## src/rtl/edgedet_pkg.sv

```systemverilog
// edgedet_pkg: shared frame geometry, FSM states and divide-by-3 reciprocal constants
package edgedet_pkg;
    localparam int IMG_WIDTH = 720;
    localparam int IMG_HEIGHT = 576;
    localparam int IROW_WIDTH = 10;
    localparam int ICOL_WIDTH = 10;
    localparam logic [9:0] RECIP3 = 10'd683;
    localparam int RECIP3_SHIFT = 11;
    typedef enum logic {S_EMPTY, S_FULL} state_t;
endpackage

```

## src/rtl/gray_stream_if.sv

```systemverilog
// gray_stream_if: upstream FIFO read side, downstream FIFO write side and frame status
interface gray_stream_if;
    logic in_empty;
    logic [23:0] in_dout;
    logic in_rd_en;
    logic out_full;
    logic out_wr_en;
    logic [7:0] out_din;
    logic frame_done;
    logic [15:0] frame_cnt;
    modport master (
        input in_empty, in_dout, out_full,
        output in_rd_en, out_wr_en, out_din, frame_done, frame_cnt
    );
    modport slave (
        output in_empty, in_dout, out_full,
        input in_rd_en, out_wr_en, out_din, frame_done, frame_cnt
    );
endinterface

```

## src/rtl/gray_stream_div3.sv

```systemverilog
// gray_div3: RGB to gray as floor((R+G+B)/3) via a reciprocal multiply
module gray_div3
    import edgedet_pkg::*;
(
    input  logic [23:0] rgb,
    output logic [7:0]  gray
);
    logic [9:0] sum;
    logic [19:0] prod;
    // 683/2048 is exact for floor(sum/3) over the whole 0..765 range
    always_comb begin
        sum = 10'(rgb[23:16]) + 10'(rgb[15:8]) + 10'(rgb[7:0]);
        prod = 20'(sum) * 20'(RECIP3);
        gray = 8'(prod >> RECIP3_SHIFT);
    end
endmodule

```

## src/rtl/gray_stream.sv

```systemverilog
// gray_stream: FIFO-to-FIFO grayscale converter with a one-entry holding register and raster counters
module gray_stream
    import edgedet_pkg::*;
#(
    parameter int IMG_WIDTH = edgedet_pkg::IMG_WIDTH,
    parameter int IMG_HEIGHT = edgedet_pkg::IMG_HEIGHT,
    parameter int IROW_WIDTH = edgedet_pkg::IROW_WIDTH,
    parameter int ICOL_WIDTH = edgedet_pkg::ICOL_WIDTH
) (
    input logic clk,
    input logic rst_n,
    gray_stream_if.master bus
);
    state_t state;
    logic [7:0] hold;
    logic [7:0] gray;
    logic [IROW_WIDTH-1:0] irow;
    logic [ICOL_WIDTH-1:0] icol;
    logic frame_done;
    logic [15:0] frame_cnt;
    logic rd, wr;
    gray_div3 u_div3 (.rgb(bus.in_dout), .gray(gray));
    assign rd = rst_n & ~bus.in_empty & ((state == S_EMPTY) | ~bus.out_full);
    assign wr = (state == S_FULL) & ~bus.out_full;
    assign bus.in_rd_en = rd;
    assign bus.out_wr_en = wr;
    assign bus.out_din = hold;
    assign bus.frame_done = frame_done;
    assign bus.frame_cnt = frame_cnt;
    // holding register: any pop reloads it, a push without a pop empties it
    always_ff @(posedge clk or negedge rst_n) begin
        if (!rst_n) begin
            state <= S_EMPTY;
            hold <= 8'd0;
        end else if (rd) begin
            state <= S_FULL;
            hold <= gray;
        end else if (wr) begin
            state <= S_EMPTY;
        end
    end
    // raster position advances per pushed pixel; last pixel of a frame wraps and flags completion
    always_ff @(posedge clk or negedge rst_n) begin
        if (!rst_n) begin
            irow <= '0;
            icol <= '0;
            frame_done <= 1'b0;
            frame_cnt <= 16'd0;
        end else begin
            frame_done <= 1'b0;
            if (wr) begin
                if (icol == ICOL_WIDTH'(IMG_WIDTH - 1)) begin
                    icol <= '0;
                    if (irow == IROW_WIDTH'(IMG_HEIGHT - 1)) begin
                        irow <= '0;
                        frame_done <= 1'b1;
                        frame_cnt <= frame_cnt + 16'd1;
                    end else begin
                        irow <= irow + 1'b1;
                    end
                end else begin
                    icol <= icol + 1'b1;
                end
            end
        end
    end
endmodule

```

## src/flat_wrapper.sv

```systemverilog
// flat-port wrapper written by rule: the top's interface ports become plain ports
module gray_stream_flat import edgedet_pkg::*;
#(
    parameter int IMG_WIDTH = edgedet_pkg::IMG_WIDTH,
    parameter int IMG_HEIGHT = edgedet_pkg::IMG_HEIGHT,
    parameter int IROW_WIDTH = edgedet_pkg::IROW_WIDTH,
    parameter int ICOL_WIDTH = edgedet_pkg::ICOL_WIDTH
)
  (clk, rst_n, bus_in_empty, bus_in_dout, bus_out_full, bus_in_rd_en, bus_out_wr_en, bus_out_din, bus_frame_done, bus_frame_cnt);
  gray_stream_if bus_i ();
  input logic clk;
  input logic rst_n;
  input wire logic [$bits(bus_i.in_empty)-1:0] bus_in_empty;
  input wire logic [$bits(bus_i.in_dout)-1:0] bus_in_dout;
  input wire logic [$bits(bus_i.out_full)-1:0] bus_out_full;
  output wire logic [$bits(bus_i.in_rd_en)-1:0] bus_in_rd_en;
  output wire logic [$bits(bus_i.out_wr_en)-1:0] bus_out_wr_en;
  output wire logic [$bits(bus_i.out_din)-1:0] bus_out_din;
  output wire logic [$bits(bus_i.frame_done)-1:0] bus_frame_done;
  output wire logic [$bits(bus_i.frame_cnt)-1:0] bus_frame_cnt;
  assign bus_i.in_empty = bus_in_empty;
  assign bus_i.in_dout = bus_in_dout;
  assign bus_i.out_full = bus_out_full;
  assign bus_in_rd_en = bus_i.in_rd_en;
  assign bus_out_wr_en = bus_i.out_wr_en;
  assign bus_out_din = bus_i.out_din;
  assign bus_frame_done = bus_i.frame_done;
  assign bus_frame_cnt = bus_i.frame_cnt;
  gray_stream #(.IMG_WIDTH(IMG_WIDTH), .IMG_HEIGHT(IMG_HEIGHT), .IROW_WIDTH(IROW_WIDTH), .ICOL_WIDTH(ICOL_WIDTH)) u_core (.clk(clk), .rst_n(rst_n), .bus(bus_i));
endmodule
```

## config.mk

```make
export PLATFORM = sky130hd
export DESIGN_NAME = gray_stream_flat
export DESIGN_NICKNAME = d
export VERILOG_FILES = /design/src/rtl/edgedet_pkg.sv /design/src/rtl/gray_stream_if.sv /design/src/rtl/gray_stream_div3.sv /design/src/rtl/gray_stream.sv /design/src/flat_wrapper.sv
export SDC_FILE = /design/constraint.sdc
export NUM_CORES = 1
export LEC_CHECK = 0
export ABC_AREA = 1
export BUFFER_PORTS_ARGS = -buffer_cell sky130_fd_sc_hd__buf_2
export CORE_ASPECT_RATIO = 0.7
export CORE_UTILIZATION = 35
export CTS_CLUSTER_SIZE = 40
export DETAILED_ROUTE_END_ITERATION = 12
export PLACE_DENSITY = 0.64
export SYNTH_ARGS = -nofsm -noshare
export SYNTH_HDL_FRONTEND = slang
export SYNTH_SLANG_ARGS = --single-unit
```

## constraint.sdc

```tcl
create_clock -name clk -period 4.7 [get_ports clk]
set_input_delay 0.235 -clock clk [delete_from_list [all_inputs] [get_ports clk]]
set_output_delay 0.235 -clock clk [all_outputs]
set_load 0.01 [all_outputs]
```

==> results.py, run 1 <==
metrics = {
    "run": {
        "drv_cap": 0,
    },
    "floorplan": {
        "coreArea_um2": 13400,
        "ios": 55,
        "num_rows": 35,
        "initial_core_util_pct": 36.5,
        "die_width_um": 143,
        "die-area_um2": 14500,
        "die_h_um": 101,
    },
    "drt": {
        "wl_per_cell_um": 13.3,
        "viasPerCell": 4.87,
        "firstDrtPassIters": 5,
        "wl_mm": 13.0,
        "drtAntennaViolNets": 0,
        "drt-initial-drc-count": 230,
        "drcViolationCount": 0,
        "dr_total_vias": 4745,
    },
    "cells_and_area": {
        "antennaDiodeCount": 0,
        "area_growth_pct": 41.9,
        "multi_input_area_um2": 3980,
        "final_cell_mix": "nand2_1 (133), buf_4 (90), inv_1 (87)",
        "final_nets": 916,
        "final.fill_count": 1235,
        "regArea_um2": 1150,
        "drive_gt1_share_pct": 33.8,
        "layout_commonest_cell": "nand2_1",
    },
    "clocking": {
        "cts_sinks": 46,
        "worstSkewPairLatency_ns": 0.29,
        "htree_num_levels": 2,
        "cts_max_path_buffers": 2,
        "clock_tree.root_cell": "clkbuf_16",
        "clk_pin_slew_ns": 0.07,
        "cts_tree": "yes",
        "numCtsBuffers": 5,
        "postCtsHoldBufs": 0,
    },
    "synthesis": {
        "async_flop_share_pct": 100,
        "synth_area_um2": 4890,
        "synth-seq-cells": 46,
        "synth_top_area_share_pct": 23.5,
        "ys_top_cells_by_area": "dfrtp_1 (24%), ha_1 (20%), nand2_1 (12%)",
        "synth.net_count": 761,
        "yosys_warnings": 0,
        "yosys.area.top_type": "dfrtp_1",
        "synth_top_flop_cell": "dfrtp_1",
        "synth_cells": 633,
        "yosysSeqAreaShare_pct": 23.5,
        "synth_area_per_cell_um2": 7.73,
        "synth_edf_count": 0,
        "synth_cell_type_count": 36,
    },
    "status": {
        "violations": "negative setup slack",
        "status": "finished, violations left",
    },
    "sta": {
        "period_minus_slack_ns": 5.36,
        "finalClockSkew_ns": 0.00502,
        "maxSlewViolCount": 0,
        "setup_tns_ns": -4.40,
        "hold_viol_final": 0,
        "tightest_slew_ns": 0.743,
        "setup_slack_ns": -0.657,
        "rsz0062_at_grt": "true",
        "slew_headroom_pct": 50.3,
        "clock.fmax_mhz": 187,
        "setup_viol": 8,
        "min_period_over_period_pct": 114,
    },
    "global_route": {
        "grt_usage_pct": 19.2,
        "grt_first_pass_wirelength_mm": 22.5,
        "grt_pass1_vias": 4912,
        "overflow": 0,
        "grt_max_degree": 48,
        "antenna_found_initial": 0,
    },
    "critical_path": {
        "cp.required_ns": 4.88,
        "cp-start-kind": "input port",
        "crit_start": "bus_in_dout[16]",
        "path_class": "input port to register",
        "r2r-start": "u_core.irow[0]",
        "path_delay_family": "adder cells",
        "rr_endpoint": "u_core.bus.frame_cnt[15]",
        "cpPeakStageDelay_ns": 0.52,
        "cp_num_buf_inv": 9,
        "crit_path_end": "u_core.bus.out_din[3]",
        "cpMostUsedCell": "ha_4",
        "endpoint_kind": "register",
        "r2r_cells": 8,
        "reg2reg_slack_ns": 2.40,
        "path_depth": 33,
        "critPathMaxFanout": 4,
        "worst_path_max_delay_cell": "fa_1",
        "worstPathArrival_ns": 5.54,
    },
    "min_path": {
        "worstHoldPathType": "input port to async pin",
    },
    "place": {
        "dp_hpwl_mm": 10.1,
        "place.gp.congestion": 0.927,
        "port_buffers": 54,
    },
}
-- state kept, by name, indices dropped and copies added, names as in the netlist --
| signal | cells |
|---|---|
| u_core.icol | 10 |
| u_core.bus.out_din | 8 |
| u_core.bus.frame_done | 1 |
| u_core.bus.frame_cnt | 16 |
| u_core.state | 1 |
| u_core.irow | 10 |
-- cell usage after synthesis (all sizes together), types with 3 or more instances --
cell type    n
o21ai       22
nand2      154
dfrtp       46
nand3b       3
a21oi       30
nor3        13
fa          22
nor4         5
nand3       41
a31oi        3
xor2        20
xnor2       15
nand4       17
nor2        45
inv        101
ha          78
-- metrics by stage --
stage          hold slack (ns)  util (%)  area (um2)  instances  setup slack [ns]
6_report                0.0371      51.8        6950        974            -0.657
5_1_grt                 0.0780      51.8        6950        974            -0.892
4_1_cts                 0.0539      49.9        6690        962            -0.582
3_5_place_dp             0.365      46.9        6290        945             -1.08
3_3_place_gp             0.359      46.9        6290        945             -1.01
2_1_floorplan          -0.0606         -        5240        633            -0.553
-- how the worst min path moves through the flow --
| stage | end | slack, ns |
|---|---|---|
| 3_5_place_dp | u_core.bus.frame_done | 0.37 |
| 2_1_floorplan | u_core.bus.frame_cnt[0] | -0.06 |
| 5_1_grt | u_core.irow[6] | 0.08 |
| 6_report | u_core.irow[4] | 0.04 |
| 4_1_cts | u_core.bus.frame_done | 0.05 |
| 3_3_place_gp | u_core.bus.frame_done | 0.36 |
-- cell type report --
type                       instances  share of cell area, %
clock buffer                       6                   1.85
clock inverter                     2                  0.540
inverter                         101                   5.53
multi-input combinational        484                   57.3
sequential                        46                   16.6
tap                              185                   3.33
timing repair buffer             150                   14.9
-- what timing repair did --
| item | in CTS | in global routing |
|---|---|---|
| setup buffers | 10 | 12 |
| pin swaps | 32 | 42 |
| resized for setup | 32 | 34 |
| hold endpoints to repair | 0 | 0 |
| setup endpoints to repair | 8 | 8 |
-- cells by family (layout without fill, tap and decap cells) --
| family | Yosys count | in the layout | synth area share, % |
|---|---|---|---|
| AND/OR/NAND/NOR | 283 | 283 | 25.4 |
| flip-flops | 46 | 46 | 23.5 |
| buffers and inverters | 103 | 259 | 8.26 |
| XOR/XNOR | 35 | 35 | 6.26 |
| AO/OA/AOI/OAI | 66 | 66 | 7.62 |
| adder cells (fa/ha/maj) | 100 | 100 | 28.9 |
-- layer usage --
metal | vias to the layer above | share of wire [%] | GRT usage [%]
li1 | 2389 | - | -
met1 | 2261 | 50 | 27.3
met2 | 88 | 46 | 31.6
met3 | 7 | 3.9 | 3.09
met4 | 0 | 0.35 | 2.29
met5 | - | 0 | 0
Power of run 1 is left out: the tool's default activity adds up to more than one toggle a clock period on the data nets, which glitch-free logic cannot reach.
==> inputs of run 2 (changes only) <==
--- a/config.mk
+++ b/config.mk
@@ -7,11 +7,15 @@
 export LEC_CHECK = 0
 export ABC_AREA = 1
 export BUFFER_PORTS_ARGS = -buffer_cell sky130_fd_sc_hd__buf_2
+export CELL_PAD_IN_SITES_DETAIL_PLACEMENT = 2
+export CELL_PAD_IN_SITES_GLOBAL_PLACEMENT = 2
 export CORE_ASPECT_RATIO = 0.7
 export CORE_UTILIZATION = 35
+export CTS_BUF_LIST = sky130_fd_sc_hd__clkbuf_16
 export CTS_CLUSTER_SIZE = 40
 export DETAILED_ROUTE_END_ITERATION = 12
-export PLACE_DENSITY = 0.64
+export PLACE_DENSITY = 0.93
+export RECOVER_POWER = 25
 export SYNTH_ARGS = -nofsm -noshare
 export SYNTH_HDL_FRONTEND = slang
 export SYNTH_SLANG_ARGS = --single-unit
==> run 2 against run 1 <==
  * The flow still finishes with violations (negative setup slack)
  * Die area stayed put
  * Routed wire length grew to 2.5 times the previous value
  * Worst setup slack worse by 1.0 ns
  * Sequential share of layout area is 0.13 points lower
  * Utilization is 0.41 points higher
  * Via count is 25% higher
  * Final cell count is 0.10% lower
  * Global-route usage is 23 points higher
  * Clock-buffer cell count is 1 lower
==> results.py, run 2 (same netlist as run 1, synthesis figures left out) <==
metrics = {
    "status": {
        "status": "finished, violations left",
        "violations": "negative setup slack",
    },
    "clocking": {
        "cts_sinks": 46,
        "htree_num_levels": 2,
        "cts_tree": "yes",
        "worstSkewPairLatency_ns": 0.32,
        "numCtsBuffers": 5,
        "postCtsHoldBufs": 0,
        "clk_pin_slew_ns": 0.08,
        "cts_max_path_buffers": 2,
        "clock_tree.root_cell": "clkbuf_16",
    },
    "sta": {
        "setup_slack_ns": -1.66,
        "period_minus_slack_ns": 6.36,
        "min_period_over_period_pct": 135,
        "maxSlewViolCount": 0,
        "tightest_slew_ns": 0.946,
        "hold_viol_final": 0,
        "finalClockSkew_ns": 0.00828,
        "slew_headroom_pct": 36.8,
        "clock.fmax_mhz": 157,
        "setup_tns_ns": -11.91,
        "rsz0062_at_grt": "true",
        "setup_viol": 8,
        "whs_ns": 0.0215,
    },
    "global_route": {
        "grt_pass1_vias": 6641,
        "grt_use_met1_pct": 46.6,
        "grt_max_degree": 48,
        "grt_first_pass_wirelength_mm": 43.6,
        "met3_usage_pct": 9.69,
        "antenna_found_initial": 3,
        "met2_usage_pct": 74.7,
        "grt_usage_pct": 42.1,
        "overflow": 0,
        "busiest_layer": "met2",
    },
    "critical_path": {
        "endpoint_kind": "register",
        "worstPathArrival_ns": 6.55,
        "critPathMaxFanout": 4,
        "path_class": "input port to register",
        "cp.required_ns": 4.89,
        "cp-start-kind": "input port",
        "worst_path_max_delay_cell": "fa_2",
        "cpPeakStageDelay_ns": 0.66,
    },
    "drt": {
        "wl_mm": 32.6,
        "firstDrtPassIters": 5,
        "viasPerCell": 6.09,
        "drt-initial-drc-count": 430,
        "drtAntennaViolNets": 0,
        "dr_total_vias": 5924,
        "wl_per_cell_um": 33.5,
        "drcViolationCount": 0,
    },
    "cells_and_area": {
        "regArea_um2": 1150,
        "final_area_um2": 7000,
        "layout_commonest_cell": "nand2_1",
        "area_growth_pct": 43.1,
        "largest_register_ffs": 16,
        "final_cell_mix": "nand2_1 (123), buf_4 (89), inv_1 (85)",
        "final.fill_count": 1470,
        "top_register": "u_core.bus.frame_cnt",
        "top_regs": "u_core.bus.frame_cnt: 16 flops, u_core.icol: 10 flops, u_core.irow: 10 flops",
        "final_nets": 913,
        "multi_input_area_um2": 4050,
        "drive_gt1_share_pct": 36.1,
    },
    "floorplan": {
        "initial_core_util_pct": 36.5,
        "die_h_um": 101,
        "num_rows": 35,
        "die_width_um": 143,
        "die-area_um2": 14500,
        "coreArea_um2": 13400,
        "ios": 55,
    },
    "place": {
        "placed_area_um2": 6300,
        "dp_hpwl_mm": 17.8,
        "place.gp.congestion": 0.858,
        "port_buffers": 54,
    },
    "run": {
        "drv_cap": 0,
    },
    "min_path": {
        "worstHoldPathType": "input port to async pin",
    },
}
[run 2: what timing repair did]
item | in CTS | in global routing
setup endpoints to repair | 8 | 8
pin swaps | 40 | 34
gates resized for setup | 38 | 52
setup buffers | 9 | 9
[run 2: worst paths after layout]
check | startpoint | to | slack (ns) | cells after the start
hold / removal | rst_n | u_core.irow[6] | 0.02 | 2
setup reg to reg | u_core.icol[1] | u_core.bus.frame_cnt[13] | 1.61 | 7
hold reg to reg | u_core.irow[4] | u_core.irow[4] | 0.52 | 1
setup / recovery | bus_in_dout[18] | u_core.bus.out_din[5] | -1.66 | 34
min in group clk | bus_out_full | u_core.state | 0.24 | 3
max in group asynchronous | rst_n | u_core.bus.out_din[5] | 4.20 | 2
[run 2: routing by layer]
metal | part of all wire, % | vias up | wire, um
li1 | - | 2368 | -
met3 | 7.5 | 218 | 2440
met2 | 47 | 398 | 15300
met5 | 0.083 | - | 27
met1 | 37 | 2936 | 12100
met4 | 8.3 | 4 | 2690
[run 2: stage by stage]
stage / utilization, % / instances / setup WS [ns]
floorplan: - / 633 / -0.553
global placement: 47.0 / 947 / -0.920
detailed placement: 47.0 / 947 / -1.51
CTS: 50.3 / 964 / -0.899
global route: 52.2 / 971 / -1.73
finish: 52.3 / 973 / -1.66
[run 2: worst max-delay path, delay by kind of cell]
family	cells	cell delay, ns
buf+inv	6	0.57
compound gates	3	0.54
simple gates	16	2.12
fa+ha+maj	8	2.85
xor+xnor	1	0.20
[run 2: cell type report]
type,instances,share of cell area [%]
tap,185,3.31
multi-input combinational,484,57.8
clock buffer,5,1.79
sequential,46,16.4
antenna,2,0.0715
clock inverter,3,0.625
inverter,101,5.45
timing repair buffer,147,14.5
Power of run 2 is left out for the same reason.
==> inputs of run 3 (changes only) <==
--- a/config.mk
+++ b/config.mk
@@ -16,6 +16,7 @@
 export DETAILED_ROUTE_END_ITERATION = 12
 export PLACE_DENSITY = 0.93
 export RECOVER_POWER = 25
+export SKIP_LAST_GASP = 1
 export SYNTH_ARGS = -nofsm -noshare
 export SYNTH_HDL_FRONTEND = slang
 export SYNTH_SLANG_ARGS = --single-unit
==> run 3 against run 2 <==
  * The run still ends with negative setup slack left
  * Clock skew is 0.0028 ns lower
  * Register-to-register slack better by 0.16 ns
  * Sequential share of layout area hardly changed
  * Largest cell class unchanged
  * Global-route usage stayed put
  * Final cell count is 0.10% lower
==> results.py, run 3 (same netlist as run 1, synthesis figures left out) <==
metrics = {
    "status": {
        "status": "finished, violations left",
        "violations": "negative setup slack",
    },
    "run": {
        "drv_cap": 0,
    },
    "critical_path": {
        "critPathMaxFanout": 4,
        "endpoint_kind": "register",
        "cp-start-kind": "input port",
        "worstPathArrival_ns": 6.36,
        "path_class": "input port to register",
        "cp.required_ns": 4.92,
    },
    "sta": {
        "rsz0062_at_grt": "true",
        "clock.fmax_mhz": 163,
        "min_period_over_period_pct": 131,
        "maxSlewViolCount": 0,
        "hold_viol_final": 0,
        "tightest_slew_ns": 0.923,
        "setup_tns_ns": -10.48,
        "finalClockSkew_ns": 0.00543,
        "setup_slack_ns": -1.44,
        "slew_headroom_pct": 38.3,
        "setup_viol": 8,
        "period_minus_slack_ns": 6.14,
    },
    "floorplan": {
        "die_width_um": 143,
        "initial_core_util_pct": 36.5,
        "coreArea_um2": 13400,
        "die-area_um2": 14500,
        "die_h_um": 101,
        "ios": 55,
        "num_rows": 35,
    },
    "clocking": {
        "clock_tree.root_cell": "clkbuf_16",
        "postCtsHoldBufs": 0,
        "cts_max_path_buffers": 2,
        "cts_tree": "yes",
        "numCtsBuffers": 5,
        "htree_num_levels": 2,
        "cts_sinks": 46,
        "clk_pin_slew_ns": 0.08,
        "worstSkewPairLatency_ns": 0.33,
    },
    "cells_and_area": {
        "layout_commonest_cell": "nand2_1",
        "top_regs": "u_core.bus.frame_cnt: 16 flops, u_core.icol: 10 flops, u_core.irow: 10 flops",
        "final_nets": 913,
        "area_growth_pct": 42.9,
        "final.fill_count": 1475,
        "drive_gt1_share_pct": 36.0,
        "fin_util_pct": 52.2,
        "top_register": "u_core.bus.frame_cnt",
        "final_cell_mix": "nand2_1 (123), buf_4 (89), inv_1 (85)",
        "largest_register_ffs": 16,
    },
    "drt": {
        "wl_mm": 32.8,
        "drt-initial-drc-count": 365,
        "viasPerCell": 6.11,
        "dr_total_vias": 5937,
        "drcViolationCount": 0,
        "drtAntennaViolNets": 0,
        "wl_per_cell_um": 33.7,
        "firstDrtPassIters": 5,
    },
    "place": {
        "place.gp.congestion": 0.858,
        "port_buffers": 54,
        "dp_hpwl_mm": 17.8,
    },
    "global_route": {
        "overflow": 0,
        "grt_usage_pct": 42.1,
        "grt_pass1_vias": 6641,
        "antenna_found_initial": 3,
        "grt_first_pass_wirelength_mm": 43.6,
        "grt_max_degree": 48,
    },
    "min_path": {
        "worstHoldPathType": "input port to async pin",
    },
}
==> run 3: final cells by class <==
type                       instances  area (um2)  share of cell area [%]
antenna                            1        2.50                  0.0358
sequential                        46        1150                    16.5
timing repair buffer             147        1020                    14.5
multi-input combinational        484        4040                    57.8
clock buffer                       5         125                    1.79
tap                              185         231                    3.31
clock inverter                     3        43.8                   0.626
inverter                         101         382                    5.45
==> run 3: what timing repair did <==
item	4_1_cts	5_1_grt
setup endpoints to repair	8	8
pin swaps	40	34
resized for setup	38	50
setup buffers	9	9
==> run 3: metrics by stage <==
step | std cells | hold slack (ns) | instance area, um2 | setup WS [ns]
finish | 972 | 0.0181 | 7000 | -1.44
detailed placement | 947 | 0.387 | 6300 | -1.51
CTS | 964 | 0.0465 | 6740 | -0.899
global route | 971 | 0.0748 | 6990 | -1.56
global placement | 947 | 0.370 | 6300 | -0.920
floorplan | 633 | -0.0606 | 5240 | -0.553
==> run 3: final timing paths <==
kind	startpoint	end	slack [ns]	cells after the start
setup / recovery	bus_in_dout[18]	u_core.bus.out_din[4]	-1.44	28
hold / removal	rst_n	u_core.bus.frame_done	0.02	2
setup reg to reg	u_core.irow[0]	u_core.bus.frame_cnt[12]	1.77	8
hold reg to reg	u_core.bus.out_din[0]	u_core.bus.out_din[0]	0.51	2
max in group asynchronous	rst_n	u_core.bus.frame_cnt[12]	4.23	2
min in group clk	bus_out_full	u_core.state	0.26	3
==> run 3: worst max-delay path, cell delays in order <==
cell	delay [ns]
buf_6	0.10
ha_4	0.26
a21oi_4	0.18
nand2_4	0.09
a21oi_2	0.15
nor2_1	0.06
nor2_1	0.13
xor2_1	0.20
inv_1	0.10
ha_4	0.29
a21oi_4	0.18
o21a_1	0.22
o31ai_4	0.10
xor2_2	0.24
inv_2	0.12
ha_4	0.33
inv_1	0.09
fa_1	0.52
inv_1	0.08
ha_1	0.34
ha_1	0.36
ha_1	0.40
ha_1	0.41
a21o_1	0.27
o21bai_1	0.22
a21oi_2	0.19
nand3_1	0.15
a31oi_1	0.30
==> run 3: routing by layer <==
layer,track usage [%],share of wire (%),vias up
li1,-,-,2377
met1,46.6,38,2966
met2,74.7,47,391
met3,9.69,7.3,199
met4,23.7,8.2,4
met5,0,0.085,-
Power of run 3 is left out for the same reason.
